**src/rtl/scan_decoder_if.sv**
```systemverilog
// Control and decoded-output bundle for scan_decoder.
// master drives the controls; slave is the decoder.
interface scan_decoder_if #(
  parameter int unsigned SEL_W   = 3,
  parameter int unsigned DWELL_W = 16
);
  localparam int unsigned OUT_W = 1 << SEL_W;

  logic               enable;
  logic               mode;
  logic [SEL_W-1:0]   din;
  logic [SEL_W-1:0]   last;
  logic [DWELL_W-1:0] dwell;
  logic [OUT_W-1:0]   dout;
  logic [SEL_W-1:0]   idx;
  logic               wrap;

  modport master (
    output enable, mode, din, last, dwell,
    input  dout, idx, wrap
  );

  modport slave (
    input  enable, mode, din, last, dwell,
    output dout, idx, wrap
  );
endinterface

```
**src/rtl/scan_decoder.sv**
```systemverilog
// One-cold decoder with direct select and timed auto-scan modes.
// Define SCAN_DECODER_BLANK_EN to insert a one-cycle all-off gap at every scan advance.
module scan_decoder #(
  parameter int unsigned SEL_W   = 3,
  parameter int unsigned DWELL_W = 16
) (
  input  logic          clk,
  input  logic          rst_n,
  scan_decoder_if.slave bus
);

  localparam int unsigned OUT_W = 1 << SEL_W;

`ifdef SCAN_DECODER_BLANK_EN
  typedef enum logic [1:0] {StOff, StDirect, StScan, StBlank} state_e;
`else
  typedef enum logic [1:0] {StOff, StDirect, StScan} state_e;
`endif

  state_e             state_q, state_d;
  logic [SEL_W-1:0]   idx_q, idx_d;
  logic [DWELL_W-1:0] cnt_q, cnt_d;
  logic [OUT_W-1:0]   dout_q, dout_d;
  logic               wrap_q, wrap_d;
  logic [SEL_W-1:0]   adv_idx;
  logic               adv_wrap;

  function automatic logic [OUT_W-1:0] decode(input logic [SEL_W-1:0] sel);
    logic [OUT_W-1:0] one;
    one = OUT_W'(1);
    return ~(one << sel);
  endfunction

  // last is compared live, so lowering it below idx wraps on the next advance
  always_comb begin
    adv_idx  = idx_q + SEL_W'(1);
    adv_wrap = 1'b0;
    if (idx_q >= bus.last) begin
      adv_idx  = '0;
      adv_wrap = 1'b1;
    end
  end

  always_comb begin
    state_d = state_q;
    idx_d   = idx_q;
    cnt_d   = cnt_q;
    dout_d  = dout_q;
    wrap_d  = 1'b0;
    if (bus.enable) begin
      state_d = StOff;
      idx_d   = '0;
      cnt_d   = '0;
      dout_d  = '1;
    end else if (!bus.mode) begin
      state_d = StDirect;
      idx_d   = bus.din;
      cnt_d   = '0;
      dout_d  = decode(bus.din);
    end else begin
      unique case (state_q)
        StScan: begin
          if (cnt_q == bus.dwell) begin
            cnt_d  = '0;
            idx_d  = adv_idx;
            wrap_d = adv_wrap;
`ifdef SCAN_DECODER_BLANK_EN
            state_d = StBlank;
            dout_d  = '1;
`else
            dout_d  = decode(adv_idx);
`endif
          end else begin
            cnt_d = cnt_q + DWELL_W'(1);
          end
        end
`ifdef SCAN_DECODER_BLANK_EN
        StBlank: begin
          state_d = StScan;
          cnt_d   = '0;
          dout_d  = decode(idx_q);
        end
`endif
        default: begin
          // OFF or DIRECT entering scan always restarts from index 0
          state_d = StScan;
          idx_d   = '0;
          cnt_d   = '0;
          dout_d  = decode('0);
        end
      endcase
    end
  end

  always_ff @(posedge clk or negedge rst_n) begin
    if (!rst_n) begin
      state_q <= StOff;
      idx_q   <= '0;
      cnt_q   <= '0;
      dout_q  <= '1;
      wrap_q  <= 1'b0;
    end else begin
      state_q <= state_d;
      idx_q   <= idx_d;
      cnt_q   <= cnt_d;
      dout_q  <= dout_d;
      wrap_q  <= wrap_d;
    end
  end

  assign bus.dout = dout_q;
  assign bus.idx  = idx_q;
  assign bus.wrap = wrap_q;

endmodule

```
**src/flat_wrapper.sv**
```systemverilog
// flat-port wrapper written by rule: the top's interface ports become plain ports
module scan_decoder_flat 
#(
  parameter int unsigned SEL_W   = 3,
  parameter int unsigned DWELL_W = 16
)
  (clk, rst_n, bus_enable, bus_mode, bus_din, bus_last, bus_dwell, bus_dout, bus_idx, bus_wrap);
  scan_decoder_if #(.SEL_W(SEL_W), .DWELL_W(DWELL_W)) bus_i ();
  input  logic clk;
  input  logic rst_n;
  input wire logic [$bits(bus_i.enable)-1:0] bus_enable;
  input wire logic [$bits(bus_i.mode)-1:0] bus_mode;
  input wire logic [$bits(bus_i.din)-1:0] bus_din;
  input wire logic [$bits(bus_i.last)-1:0] bus_last;
  input wire logic [$bits(bus_i.dwell)-1:0] bus_dwell;
  output wire logic [$bits(bus_i.dout)-1:0] bus_dout;
  output wire logic [$bits(bus_i.idx)-1:0] bus_idx;
  output wire logic [$bits(bus_i.wrap)-1:0] bus_wrap;
  assign bus_i.enable = bus_enable;
  assign bus_i.mode = bus_mode;
  assign bus_i.din = bus_din;
  assign bus_i.last = bus_last;
  assign bus_i.dwell = bus_dwell;
  assign bus_dout = bus_i.dout;
  assign bus_idx = bus_i.idx;
  assign bus_wrap = bus_i.wrap;
  scan_decoder #(.SEL_W(SEL_W), .DWELL_W(DWELL_W)) u_core (.clk(clk), .rst_n(rst_n), .bus(bus_i));
endmodule
```
**config.mk**
```make
export PLATFORM = sky130hd
export DESIGN_NAME = scan_decoder_flat
export DESIGN_NICKNAME = d
export VERILOG_FILES = /design/src/rtl/scan_decoder_if.sv /design/src/rtl/scan_decoder.sv /design/src/flat_wrapper.sv
export SDC_FILE = /design/constraint.sdc
export NUM_CORES = 1
export LEC_CHECK = 0
export BUFFER_PORTS_ARGS = -buffer_cell sky130_fd_sc_hd__buf_2
export CAP_MARGIN = 25
export CORE_MARGIN = 2
export CORE_UTILIZATION = 58
export DETAILED_ROUTE_END_ITERATION = 12
export HOLD_SLACK_MARGIN = 0.06
export MAX_ROUTING_LAYER = met4
export PLACE_DENSITY = 0.84
export SLEW_MARGIN = 20
export SYNTH_ARGS = -nofsm -noshare
export SYNTH_HDL_FRONTEND = slang
export SYNTH_SLANG_ARGS = --single-unit
```
**constraint.sdc**
```tcl
create_clock -name clk -period 3.95 [get_ports clk]
set_clock_uncertainty 0.15 [all_clocks]
set_input_delay 0.395 -clock clk [delete_from_list [all_inputs] [get_ports clk]]
set_output_delay 0.395 -clock clk [all_outputs]
set_load 0.05 [all_outputs]
```
==> out/results.ini, run 1 <==
[power]
power_density_nw_per_um2 = 299
p_leak_nw = 0.956
vdd_drop_max_mv = 0.194

[detailed_routing]
dr.first_iter.drc_count = 67
drcViolationCount = 4
detail-route-antenna-nets = 0
num_vias = 1411
via_per_inst = 5.78
wl_um = 3750
post_drt_wl_per_cell_um = 15.4
first_pass_iters = 8

[sta]
setup_viol = 0
slew-limit-headroom_pct = 57.2
worst_slew_pin_slew_ps = 642
min_period_ps = 2290
setup_ws_ps = 1660
period_share_pct = 58.1
hold_violations = 0
maxSlewViolCount = 0
rsz0062_at_grt = false
setup_tns_ps = 0
timing.fmax_mhz = 436

[floorplan]
fp.dieH_um = 58.9
start_util_pct = 62.3
die_width_um = 58.9
std_cell_rows = 19
die-area_um2 = 3470
ios = 38
core_area_um2 = 2810

[placed_design]
io_buffers = 37
dp_slack_ps = 1630
hpwl_um = 2740
postPlaceCellArea_um2 = 1930
gp_congestion = 0.946

[cells_and_area]
finish.utilization_pct = 71.2
areaGrowthSynthToFinish_pct = 14.4
nets = 243
diodes = 0
drive_gt1_share_pct = 31.0
fin_area_um2 = 2000
nFillCells = 197

[setup_path]
endpoint_kind = flip-flop
cpMaxStageDelayCell = dfrtp_1
critical_path.cell_chain = xor2_1, nor4_1, nand4_2, nand2_4, mux2_2
timing.rr.start = u_core.cnt_q[3]$_DFF_PN0_
cp_max_fo = 25
reg2reg_slack_ps = 1660
path_class = reg -> reg
reg2regPathDepth = 5
arrival_ps = 2380
cpPeakStageDelay_ps = 450
crit_end = u_core.bus.idx[1]$_DFFE_PN0P_
cp-start-kind = flip-flop
cp-startpoint = u_core.cnt_q[3]$_DFF_PN0_
r2r_end = u_core.bus.idx[1]$_DFFE_PN0P_
required_ps = 4040

[global_routing]
grt_max_degree = 31
grt_antenna_before_repair = 0
overflow = 0
grt_pass1_vias = 1343
grt_usage_pct = 24.8
grt_pass1_wl_um = 6140

[synthesis]
syn_nets = 201
ys_warn_count = 0
yosysUniqueCellTypes = 36
synth_area_um2 = 1750
seq_area_frac_synth_pct = 43.6
synth-seq-cells = 30
synth.avg_cell_area_um2 = 10.3
syn-instance-count = 170

[job]
drv_cap = 0

[cts]
path_clk_slew_ps = 90
cts.sinks = 30
post_cts_resize_count = 0
clk_latency_ps = 340
post-cts-setup-buffers = 0
root_buffer = clkbuf_4
cts_tree = yes
clockBufferDepth = 2
numCtsBuffers = 5
cts_max_level = 2

[status]
status = finished with violations
violations = design-rule violations

[worst_hold_path]
hp-class = in -> reg

[cell usage in the layout (no fill, tap or decap), types with 2 or more instances in the layout]
| cell type | Yosys | routed |
|---|---|---|
| or2_2 | 3 | 3 |
| buf_2 | 0 | 37 |
| nand4_1 | 4 | 4 |
| mux2i_1 | 2 | 2 |
| dfrtp_1 | 22 | 22 |
| clkbuf_4 | 0 | 5 |
| a22oi_1 | 2 | 2 |
| a32oi_1 | 3 | 3 |
| nand2_1 | 5 | 5 |
| a21oi_1 | 3 | 3 |
| nor4_1 | 5 | 5 |
| ha_1 | 5 | 5 |
| nor2_1 | 27 | 27 |
| nor2b_1 | 5 | 5 |
| nand3_1 | 6 | 6 |
| a211o_1 | 2 | 2 |
| mux2_2 | 6 | 6 |
| xnor2_1 | 10 | 10 |
| xor2_1 | 21 | 21 |
| inv_1 | 7 | 7 |
| dfstp_2 | 8 | 8 |
| and3_1 | 5 | 5 |
| nor3_1 | 3 | 3 |
[where the power goes]
| group | internal [mW] | switching, mW |
|---|---|---|
| sequential | 0.314 | 0.00409 |
| clock | 0.0861 | 0.111 |
| combinational | 0.0303 | 0.0522 |
[worst max-delay path: cells and delay by family (launching register included)]
kind	cells	cell delay, ps
and+or+nand+nor	3	1010
muxes	1	380
DFF	1	450
xor gates and xnor gates	1	200
[worst min-delay path by stage]
stage	slack, ps	from	cells past startpoint	to
floorplan	-50	rst_n	0	u_core.bus.idx[0]$_DFFE_PN0P_
global placement	300	rst_n	1	u_core.state_q[1]$_DFFE_PN0P_
detailed placement	310	rst_n	1	u_core.cnt_q[13]$_DFF_PN0_
CTS	150	bus_enable	2	u_core.state_q[1]$_DFFE_PN0P_
global route	180	bus_mode	2	u_core.state_q[0]$_DFFE_PN0P_
finish	150	bus_enable	2	u_core.state_q[1]$_DFFE_PN0P_
[metrics by stage]
| step | hold slack, ps | power, mW | instances |
|---|---|---|---|
| 2_1_floorplan | -50.6 | 0.371 | 170 |
| 3_3_place_gp | 303 | 0.402 | 235 |
| 3_5_place_dp | 314 | 0.405 | 235 |
| 4_1_cts | 150 | 0.602 | 244 |
| 5_1_grt | 178 | 0.622 | 244 |
| 6_report | 153 | 0.598 | 244 |
[cells in the mapped netlist]
cell	n	area (µm²)
a221o_1	1	10.0
a32o_1	1	10.0
nor3_1	3	15.0
nand2b_1	1	6.26
o21a_1	1	7.51
a31o_2	1	8.76
buf_12	1	20.0
nand2_4	1	11.3
mux2_4	1	15.0
or2_2	3	18.8
a22oi_1	2	15.0
nor3_2	1	10.0
and2_1	1	6.26
a211o_1	2	17.5
a21oi_1	3	15.0
inv_1	7	26.3
dfrtp_1	22	551
nand3_1	6	30.0
dfstp_2	8	210
nand4_1	4	25.0
nand2_1	5	18.8
xnor2_1	10	87.6
a32oi_1	3	26.3
xor2_1	21	184
a21o_1	1	7.51
nand4_2	1	12.5
nor4_1	5	31.3
ha_1	5	62.6
a31oi_1	1	6.26
mux2i_1	2	20.0
mux2_2	6	67.6
nor2b_1	5	31.3
buf_6	2	22.5
nor2_1	27	101
and3_1	5	31.3
nand3b_1	1	7.51
[layout make-up]
cell class	count	area, µm²	area share, %
Clock buffer	7	55.1	2.76
Clock inverter	1	5.00	0.250
Inverter	7	26.3	1.31
Multi-Input combinational cell	130	917	45.9
Sequential cell	30	761	38.1
Tap cell	31	38.8	1.94
Timing Repair Buffer	38	195	9.77
[per-layer routing]
metal	up-vias	share of wire [%]	global-route usage (%)
li1	673	-	-
met1	673	43	30.7
met2	55	47	38.7
met3	10	6.7	5.93
met4	0	2.8	10.7
met5	-	0	-
[what timing repair did]
action | CTS | global route
hold buffers | 1 | 0
endpoints found under the hold margin | 22 | 0
endpoints found under the setup margin | 0 | 0
[registers in the layout (all words and copies together) (netlist names)]
signal           cells
u_core.bus.wrap      1
u_core.state_q       2
u_core.cnt_q        16
u_core.bus.idx       3
u_core.bus.dout      8
[cells by family (layout without fill, tap and decap cells)]
kind of cell / after synthesis / after routing / share of synthesized area [%]
flip-flops: 30 / 30 / 43.6
multiplexers: 9 / 9 / 5.87
buffers and inverters: 10 / 53 / 3.94
AO/OA/AOI/OAI: 16 / 16 / 7.09
XOR/XNOR: 31 / 31 / 15.5
AND/OR/NAND/NOR: 69 / 69 / 20.4
adder cells (fa/ha/maj): 5 / 5 / 3.58
(Power assumes the default switching activity.)
==> run 2, diff against run 1 <==
--- a/config.mk
+++ b/config.mk
@@ -8,11 +8,11 @@
 export BUFFER_PORTS_ARGS = -buffer_cell sky130_fd_sc_hd__buf_2
 export CAP_MARGIN = 25
 export CORE_MARGIN = 2
-export CORE_UTILIZATION = 58
+export CORE_UTILIZATION = 48
 export DETAILED_ROUTE_END_ITERATION = 12
 export HOLD_SLACK_MARGIN = 0.06
 export MAX_ROUTING_LAYER = met4
-export PLACE_DENSITY = 0.84
+export PLACE_DENSITY = 0.75
 export SLEW_MARGIN = 20
 export SYNTH_ARGS = -nofsm -noshare
 export SYNTH_HDL_FRONTEND = slang
==> constraint.sdc (replaced) <==
create_clock -name clk -period 1.97 [get_ports clk]
set_clock_uncertainty 0.15 [all_clocks]
set_input_delay 0.197 -clock clk [delete_from_list [all_inputs] [get_ports clk]]
set_output_delay 0.197 -clock clk [all_outputs]
set_load 0.05 [all_outputs]
==> run 2 against run 1 <==
  * The flow finishes with violations (negative setup slack)
  * Critical path type is now in -> reg
  * Critical endpoint is now u_core.bus.dout[6]$_DFFE_PN1P_
  * Final area rose by 20%
  * Combinational power rose to 2.7 times the previous value
  * Register-to-register slack got worse by 1700 ps
  * Utilization fell by 0.75 points
==> out/results.ini, run 2 (synthesized netlist as in run 1, its figures left out) <==
[status]
status = finished with violations
violations = negative setup slack

[power]
power_frac_comb_pct = 18.5  ; +4.7 points
internal-power_mw = 0.862  ; +100%
power_density_nw_per_um2 = 509  ; +70%
seqPwrFrac_pct = 52.0  ; -1.2 points
clkPwrFrac_pct = 29.5  ; -3.5 points
p_leak_nw = 1.17  ; +23%
p_switching_mw = 0.363  ; +120%
vdd_drop_max_mv = 0.393  ; +100%
finalPower_mw = 1.22  ; +100%
swShare_pct = 29.6  ; +1.6 points

[floorplan]
std_cell_rows = 21  ; +2
fp.dieH_um = 64.3  ; +9.3%
die_width_um = 64.3  ; +9.3%
core_area_um2 = 3420  ; +22%
ios = 38  ; unchanged
die-area_um2 = 4140  ; +19%
start_util_pct = 51.1  ; -11 points

[global_routing]
grt_pass1_wl_um = 7220  ; +18%
overflow = 0  ; unchanged
grt_antenna_before_repair = 0  ; unchanged
grt_usage_pct = 23.5  ; -1.3 points
grt_pass1_vias = 1611  ; +20%
grt_max_degree = 31  ; unchanged

[placed_design]
io_buffers = 37  ; unchanged
hpwl_um = 3040  ; +11%
gp_congestion = 0.905  ; -4.3%

[sta]
rsz0062_at_grt = true
maxSlewViolCount = 0  ; unchanged
period_share_pct = 105
setup_ws_ps = -91.3  ; -1750 ps
setup_tns_ps = -366  ; -366 ps
setup_viol = 7  ; +7
timing.fmax_mhz = 485
worst_slew_pin_slew_ps = 653  ; +11.0 ps
slew-limit-headroom_pct = 56.5  ; -0.73 points
hold_violations = 0  ; unchanged
min_period_ps = 2060

[detailed_routing]
dr.first_iter.drc_count = 50  ; -25%
first_pass_iters = 4  ; -4
via_per_inst = 5.42  ; -6.3%
wl_um = 4440  ; +18%
drcViolationCount = 0  ; -4
detail-route-antenna-nets = 0  ; unchanged
post_drt_wl_per_cell_um = 15.2  ; -1.1%
num_vias = 1582  ; +12%

[cells_and_area]
drive_gt1_share_pct = 44.7  ; +14 points
nets = 276  ; +14%
layout_commonest_cell = buf_2
largest_register = u_core.cnt_q
most-common-layout-cells = buf_2 (37), nor2_1 (27), buf_4 (26), xor2_1 (21), dfrtp_1 (19)
largest_reg_flops = 16  ; unchanged
areaGrowthSynthToFinish_pct = 37.8
nFillCells = 255  ; +29%
diodes = 0  ; unchanged

[setup_path]
path_class = in -> reg
required_ps = 2100  ; -1940 ps
cpMaxStageDelayCell = dlygate4sd3_1
cp-start-kind = input port
reg2reg_slack_ps = -80  ; -1740 ps
endpoint_kind = flip-flop
cpPeakStageDelay_ps = 540  ; +90 ps
arrival_ps = 2190  ; -190 ps
critical_path.cell_chain = dlygate4sd3_1, buf_2, nand3b_1, or2_2, nor3_4, a32oi_1, mux2_4
cp_max_fo = 5  ; -80%

[cts]
cts.sinks = 30  ; unchanged
cts_max_level = 2  ; unchanged
root_buffer = clkbuf_4
numCtsBuffers = 5  ; unchanged
clockBufferDepth = 2  ; unchanged
clk_latency_ps = 340  ; about the same
path_clk_slew_ps = 100  ; about the same
cts_tree = yes

[worst_hold_path]
hp-class = in -> reg

[job]
drv_cap = 0  ; unchanged

==> run 2: changes by cell type in the layout (fill, tap and decap cells not counted), sizes merged <==
cell	change
buf	+29
clkbuf	-1
clkinv	+1
dlygate4sd3	+3
nand2	+1
==> run 2: cell type report <==
cell class                      instances  area [µm²]  area share (%)
Tap cell                               46        57.6            2.39
Timing Repair Buffer                   70         454            18.9
Sequential cell                        30         764            31.8
Clock buffer                            6        41.3            1.72
Multi-Input combinational cell        131        1050            43.8
Inverter                                7        26.3            1.09
Clock inverter                          2        10.0           0.416
==> run 2: through the flow <==
stage | utilization, % | hold slack [ps] | cell area (µm²) | worst slack, ps | cells
finish | 70.5 | 81.3 | 2410 | -91.3 | 292
global route | 70.5 | 89.6 | 2410 | -123 | 292
CTS | 67.9 | 64.2 | 2320 | -15.8 | 287
detailed placement | 63.7 | 115 | 2180 | -87.7 | 272
global placement | 63.7 | 112 | 2180 | -5.18 | 272
floorplan | - | -249 | 1810 | -76.4 | 170
==> run 2: repair_timing <==
| action | CTS | global route |
|---|---|---|
| pin swaps | 9 | 3 |
| hold buffers | 4 | 0 |
| cloned | 1 | 0 |
| buffers inserted | 2 | 5 |
| endpoints found under the setup margin | 24 | 26 |
| gates resized for setup | 5 | 11 |
| endpoints found under the hold margin | 24 | 0 |
==> run 2: path summary, 6_finish.rpt <==
check                                          startpoint                        endpoint  depth (start not counted)
min                                            bus_din[0]   u_core.bus.idx[0]$_DFFE_PN0P_                          2
min reg2reg                u_core.bus.dout[2]$_DFFE_PN1P_  u_core.bus.dout[2]$_DFFE_PN1P_                          2
max in group asynchronous                           rst_n   u_core.bus.idx[2]$_DFFE_PN0P_                          2
max reg2reg                 u_core.bus.idx[0]$_DFFE_PN0P_  u_core.bus.dout[6]$_DFFE_PN1P_                          7
min in group asynchronous                           rst_n      u_core.cnt_q[10]$_DFF_PN0_                          2
max                                              bus_mode  u_core.bus.dout[6]$_DFFE_PN1P_                          7
==> run 2: per-layer routing <==
layer  vias up  global-route usage (%)  wire length (µm)
met5         -                       -                 0
met4         0                    9.31               121
met2        59                    40.1              2270
met3        17                    4.75               269
li1        743                       -                 -
met1       763                    27.2              1780
==> run 2: power by group through the flow <==
stage / Sequential, mW / Clock, mW / Combinational, mW
2_1_floorplan: 0.677 / 0 / 0.0848
3_3_place_gp: 0.647 / 0 / 0.186
3_5_place_dp: 0.648 / 0 / 0.194
4_1_cts: 0.637 / 0.374 / 0.207
5_1_grt: 0.638 / 0.411 / 0.242
6_report: 0.637 / 0.361 / 0.226
==> run 2: critical path: cells and delay by family <==
family	cells	cell delay, ps
buffers and inverters	2	690
AOI/OAI and AO/OA	1	140
and+or+nand+nor	3	880
muxes	1	270
